[config.mk]
export PLATFORM = sky130hd
export DESIGN_NAME = apb_slave_mem
export DESIGN_NICKNAME = d
export VERILOG_FILES = /design/src/rtl/apb_slave_mem.sv
export SDC_FILE = /design/constraint.sdc
export NUM_CORES = 2
export LEC_CHECK = 0
export BUFFER_PORTS_ARGS = -buffer_cell sky130_fd_sc_hd__buf_2
export CORE_AREA = 2 2 322 324
export DETAILED_ROUTE_END_ITERATION = 8
export DIE_AREA = 0 0 324 326
export MAX_ROUTING_LAYER = met4
export SKIP_LAST_GASP = 1
export SYNTH_ARGS = -nofsm -noshare
export SYNTH_HDL_FRONTEND = slang
export SYNTH_SLANG_ARGS = --single-unit
[constraint.sdc]
create_clock -name PCLK -period 7.8 [get_ports PCLK]
set_input_delay 1.56 -clock PCLK [delete_from_list [all_inputs] [get_ports PCLK]]
set_output_delay 1.56 -clock PCLK [all_outputs]
set_load 0.02 [all_outputs]
[src/rtl/apb_slave_mem.sv]
// apb_slave_mem
//   APB completer with a byte-wide register file and a fixed number of
//   wait states per transfer. Out-of-range local addresses and an access
//   phase that arrives without a setup phase are reported on PSLVERR.
//
// Parameters
//   DEPTH        number of 8-bit locations (legal local addresses 0..DEPTH-1, <=256)
//   WAIT_CYCLES  access cycles with PREADY low before completion (0..15)
//
// Ports
//   PCLK     in   bus clock, rising edge
//   PRESET   in   synchronous active-high reset
//   PSEL     in   slave select
//   PENABLE  in   access-phase indicator
//   PWRITE   in   1 = write, 0 = read
//   PADDR    in   [8:0] bus address; bit 8 is the bridge's select bit and is ignored
//   PWDATA   in   [7:0] write data
//   PRDATA   out  [7:0] read data (zero unless a good read is completing)
//   PREADY   out  transfer completion
//   PSLVERR  out  error response, qualified by PREADY
module apb_slave_mem #(
  parameter int unsigned DEPTH       = 64,
  parameter int unsigned WAIT_CYCLES = 1
) (
  input  logic       PCLK,
  input  logic       PRESET,
  input  logic       PSEL,
  input  logic       PENABLE,
  input  logic       PWRITE,
  input  logic [8:0] PADDR,
  input  logic [7:0] PWDATA,
  output logic [7:0] PRDATA,
  output logic       PREADY,
  output logic       PSLVERR
);

  typedef enum logic {
    IDLE   = 1'b0,
    ACCESS = 1'b1
  } state_e;

  localparam logic [8:0] DEPTH_LIM = 9'(DEPTH);
  localparam logic [3:0] WAIT_LOAD = 4'(WAIT_CYCLES);

  state_e     state_q, state_d;
  logic [3:0] cnt_q, cnt_d;
  logic [7:0] addr_q, addr_d;
  logic       wr_q, wr_d;
  logic [7:0] wdata_q, wdata_d;
  logic       err_q, err_d;
  logic [7:0] mem_q [DEPTH];
  logic [7:0] mem_d [DEPTH];

  logic       setup;
  logic       mem_we;
  logic [7:0] rd_data;
  logic       unused_paddr_msb;

  assign setup            = PSEL & ~PENABLE;
  assign unused_paddr_msb = PADDR[8];

  // State register and all captured transfer fields.
  always_ff @(posedge PCLK) begin
    if (PRESET) begin
      state_q <= IDLE;
      cnt_q   <= '0;
      addr_q  <= '0;
      wr_q    <= 1'b0;
      wdata_q <= '0;
      err_q   <= 1'b0;
      for (int unsigned i = 0; i < DEPTH; i++) begin
        mem_q[i] <= '0;
      end
    end else begin
      state_q <= state_d;
      cnt_q   <= cnt_d;
      addr_q  <= addr_d;
      wr_q    <= wr_d;
      wdata_q <= wdata_d;
      err_q   <= err_d;
      for (int unsigned i = 0; i < DEPTH; i++) begin
        mem_q[i] <= mem_d[i];
      end
    end
  end

  // Next-state and capture logic.
  always_comb begin
    state_d = state_q;
    cnt_d   = cnt_q;
    addr_d  = addr_q;
    wr_d    = wr_q;
    wdata_d = wdata_q;
    err_d   = err_q;
    mem_we  = 1'b0;

    case (state_q)
      IDLE: begin
        // PSEL & PENABLE here is a protocol violation: stay put, no write.
      end
      ACCESS: begin
        if (!PSEL) begin
          state_d = IDLE;
        end else if (PENABLE) begin
          if (cnt_q != '0) begin
            cnt_d = cnt_q - 4'd1;
          end else begin
            mem_we  = wr_q & ~err_q;
            state_d = IDLE;
          end
        end
      end
      default: state_d = IDLE;
    endcase

    // A setup phase restarts the transfer from either state, dropping any
    // transfer still waiting in ACCESS.
    if (setup) begin
      state_d = ACCESS;
      addr_d  = PADDR[7:0];
      wr_d    = PWRITE;
      wdata_d = PWDATA;
      err_d   = {1'b0, PADDR[7:0]} >= DEPTH_LIM;
      cnt_d   = WAIT_LOAD;
    end
  end

  // Memory write port; the address compare avoids indexing with a wider
  // address than the array needs when DEPTH < 256.
  always_comb begin
    for (int unsigned i = 0; i < DEPTH; i++) begin
      mem_d[i] = mem_q[i];
      if (mem_we && (addr_q == 8'(i))) begin
        mem_d[i] = wdata_q;
      end
    end
  end

  always_comb begin
    rd_data = '0;
    for (int unsigned i = 0; i < DEPTH; i++) begin
      if (addr_q == 8'(i)) begin
        rd_data = mem_q[i];
      end
    end
  end

  // Output logic.
  always_comb begin
    PREADY  = 1'b0;
    PSLVERR = 1'b0;
    PRDATA  = '0;
    case (state_q)
      IDLE: begin
        PREADY  = PSEL & PENABLE;
        PSLVERR = PSEL & PENABLE;
      end
      ACCESS: begin
        PREADY  = (cnt_q == '0);
        PSLVERR = (cnt_q == '0) & err_q;
        if ((cnt_q == '0) && !wr_q && !err_q) begin
          PRDATA = rd_data;
        end
      end
      default: ;
    endcase
  end

endmodule
* Yosys cells after proc, flatten, opt, wreduce, memory -nomap -nowiden
Memory sizes are Yosys's and may differ from the RTL's. Index checks and enable logic that the tools add are counted.
Word-level totals: output and inout port bits 10, memories kept 1, word-level logic and storage cells 435, bits of input ports 22, flip-flop bits (word level) 23, RAM bits 512
Cells by class: equality and inequality tests 63, add/sub/neg operators 1, muxes and demuxes 213, reductions and logical operators 78, magnitude comparators 1, bitwise logic cells 71
Memory list:
- mem_q | depth 64, width 8, read ports 64, clocked after Yosys merged registers in 0, write ports 64, line 51 | logic [7:0] mem_q [DEPTH];
Operator list (number):
- $mux W8 | 194
- $eq A8 B6 Y1 const B | 32
- $eq A8 B5 Y1 const B | 16
- $logic_and A1 B1 Y1 | 66
- $eq A8 B4 Y1 const B | 8
- $or A1 B1 Y1 | 64
- $eq A8 B3 Y1 const B | 4
- $mux W1 | 17
- $eq A8 B2 Y1 const B | 2
- $eq A8 B1 Y1 const B | 1
- $ge A8 B7 Y1 const B | 1
- $logic_not A8 Y1 | 1
- $reduce_and A4 Y1 | 2
- $reduce_bool A2 Y1 | 4
- $and A1 B1 Y1 | 4
- $logic_not A4 Y1 | 1
- $pmux W1 S2 | 2
- $reduce_bool A4 Y1 | 1
- $sub A4 B1 Y4 const B | 1
- $not A1 Y1 | 3
- $logic_not A1 Y1 | 2
- $reduce_or A2 Y1 | 1

* Logic depth before layout (Yosys ltp)
word-level depth 67, depth in mapped cells 13, gate-level depth less buffers 9

* Least setup slack after synthesis
No wires, ideal clock.
kind reg2out, start point register addr_q[2], end point output port PRDATA[6], stages on the path, launching flop included 12, data required time 6.240 ns, path buffers 2, path slack 3.954 ns, data arrival time 2.286 ns, path through dfxtp_1 buf_4 or2_1 buf_4 nor2_1 and3_1 o21ai_1 a211o_1 a21oi_1 o21ai_1 a22o_1 a21oi_1
Between the ends: longest elaborated chain between the ends 67, elaborated cells between the ends (all ways) 130
RTL lines:
- start, declared | line 47 | logic [7:0] addr_q, addr_d;
- start signal, assigned | line 77 | addr_q <= addr_d;
- $logic_not A8 Y1 | line 142 | if (addr_q == 8'(i)) begin
- $mux W8 (63 in a row) | line 142
- $mux W8 * | line 142
- $mux W8 * | line 161 | if ((cnt_q == '0) && !wr_q && !err_q) begin
- $mux W8 * | line 153 | case (state_q)
- end, declared | line 32 | output logic [7:0] PRDATA,
Every way passes the cells marked *; elsewhere a longest branch is shown, timed or not.

* Final worst setup path
Same ends and word-level chain as after synthesis.

==> reports/results.ini <==
[critical_path]
arrival_ns=5.09
crit_path_end_kind=output port
cp.required_ns=6.24
reg2regPathDepth=7
critical_path_class=reg -> out
cp_max_fo=24
r2r-end=mem_q[1][143]
cp-start-kind=flop
r2r-start=addr_q[0]
r2r_slack_ns=3.86

[route]
dr.first_iter.drc_count=3837
drcViolationCount=0
wl_um=104300
ant_nets=0
viasPerCell=5.583
vias=26022
firstDrtPassIters=8
routedWlPerCell_um=22.38

[clock_tree]
clkLatencyLatePin_ns=0.63
numCtsBuffers=57
cts_tree=done
ctsResizeCount=0
clkSinkCount=535
htree_levels=2
cts_setup_buffers=0
hold_buffers=0
clkTransAtPathRegs_ns=0.06
ctsRootBufferMaster=clkbuf_16
cts.path.max_buffers=3

[timing]
drv_slew=0
rsz0062_at_grt=no
post-route-period-util_pct=85.27
hold_violations=0
min_period_ns=6.651
setup_tns_ns=0
setup_viol=0
worst_slew_pin_slew_ns=1.155
maxSlewHeadroom_pct=22.99
max_freq_mhz=150.4
skew_ns=0.01698
timing.final.ws_setup_ns=1.149

[layout]
final_common_cell=nand2_1
nets=3256
fillCellCount=11073
synthToLayoutAreaGrowth_pct=11.81
final_cell_mix=nand2_1 (692), a21oi_1 (574), dfxtp_1 (523)
layout-drive-gt1-share_pct=8.354

[power]
powerDensity_nw_per_um2=205.2
peakVddDrop_mv=0.1331
p_leak_nw=8.503

[synth]
ys_ff_latch=535
seq_area_frac_synth_pct=42.26
syn_nets=3402
synthFlopType=dfxtp_1
synth_cells=3379
async_flop_share_pct=0
synth_edf_count=0
synth_cell_type_count=89
syn_area_per_cell_um2=7.501
syn_area_um2=25340
yosysWarningCount=0

[min_path]
whs_endpoint=mem_q[1][180]
hold_start=mem_q[1][180]
hp-class=reg -> reg
whs_path_depth=2

[placed_design]
dp.final_hpwl_um=65170
gp_congestion=0.9442
port_buffers=30
place_ws_ns=2.029

[global_route]
grt_pass1_wl_um=155100
grt_max_degree=193
antenna_found_initial=3
grt_usage_pct=19.54
grt_pass1_vias=23961
grt-ovfl-total=0

[run_status]
status=completed

[floorplan]
initial_core_util_pct=24.70
io-pin-count=32
die_x_um=324
coreArea_um2=102600
die_h_um=326
dieArea_um2=105600
fp-row-count=118

[run]
drv_cap=0

==> registers in the layout, indices dropped and copies added, names as in the netlist <==
signal,cells
addr_q,8
cnt_q,4
err_q,1
mem_q,512
state_q,1
wdata_q,8
wr_q,1
==> metrics by stage <==
step	power (mW)	util (%)	area (µm²)	std cells	hold slack (ns)
floorplan	3.028	-	25340	3379	0.4271
global placement	3.188	25.88	26560	4554	0.4331
detailed placement	3.188	25.88	26560	4554	0.4423
CTS	5.804	27.61	28340	4660	0.4488
global route	5.945	27.62	28340	4661	0.4678
finish	5.814	27.62	28340	4661	0.4484
==> cells by family after synthesis <==
group,share of synthesized area (%)
AOI/OAI and AO/OA,30.29
adders and majority gates,0.04936
xor gates and xnor gates,0.1037
DFF,42.26
buffers and inverters,5.613
and+or+nand+nor,17.52
muxes,4.167
==> layer usage <==
| metal | track usage (%) | vias up | routed length, µm |
|---|---|---|---|
| met3 | 3.687 | 288 | 11390 |
| met5 | - | - | 0 |
| met4 | 9.320 | 0 | 5425 |
| met2 | 28.32 | 1544 | 44710 |
| met1 | 25.98 | 12510 | 42790 |
| li1 | - | 11680 | - |
==> cell type report <==
cell class              instances  area, µm²  area share, %
repair buffers                113      795.8          2.808
flip-flops and latches        535      10740          37.88
multi-input cells            2517      13260          46.81
diodes                          1      2.502       0.008830
clock inverters                16      87.58         0.3091
inverters                       9      33.78         0.1192
clock buffers                  90       1693          5.974
well taps                    1380       1727          6.093
==> Yosys cell counts (9+ instances only) <==
master / number / area [µm²]
o211ai_1: 17 / 127.6
a211oi_1: 18 / 135.1
a221oi_1: 18 / 157.7
clkbuf_1: 229 / 859.6
nor2_1: 209 / 784.5
dfxtp_1: 535 / 10710
buf_2: 57 / 285.3
nand2_1: 694 / 2605
nand3_1: 25 / 125.1
a31oi_1: 16 / 100.1
a22o_1: 13 / 113.9
o21ai_1: 10 / 50.05
a22oi_1: 39 / 292.8
nor2_2: 11 / 68.82
mux2i_1: 83 / 830.8
buf_6: 10 / 112.6
buf_4: 13 / 97.59
nor3_1: 24 / 120.1
o22ai_1: 55 / 344.1
o21ai_0: 468 / 2342
nand2b_1: 12 / 75.07
mux2_2: 16 / 180.2
o221ai_1: 21 / 183.9
a222oi_1: 9 / 90.09
nor2b_1: 10 / 62.56
buf_1: 9 / 33.78
nor4_1: 12 / 75.07
a21oi_1: 574 / 2873
==> critical path, cell delays in order, from the launching register on <==
cell and delay [ns]:
dfxtp_2 0.55, buf_4 0.34, nor2_2 0.82, nand2_1 0.85, o22ai_1 0.46, nor3_1 0.16
o21ai_0 0.16, a21oi_1 0.08, o21ai_1 0.35, a22o_1 0.33, a21oi_1 0.16, buf_2 0.19
==> worst max path at each step <==
stage	start	slack (ns)	endpoint	depth (start not counted)
floorplan	addr_q[2]	3.95	PRDATA[6]	11
global placement	addr_q[2]	2.09	PRDATA[6]	11
detailed placement	addr_q[1]	2.03	PRDATA[3]	9
CTS	addr_q[0]	1.36	PRDATA[0]	11
global route	addr_q[0]	1.11	PRDATA[0]	12
finish	addr_q[2]	1.15	PRDATA[6]	11
==> where the power goes <==
part           switching (mW)  internal (mW)
clock network            1.18           1.48
registers              0.0318           2.74
logic                   0.298         0.0823
(Power assumes the default switching activity.)
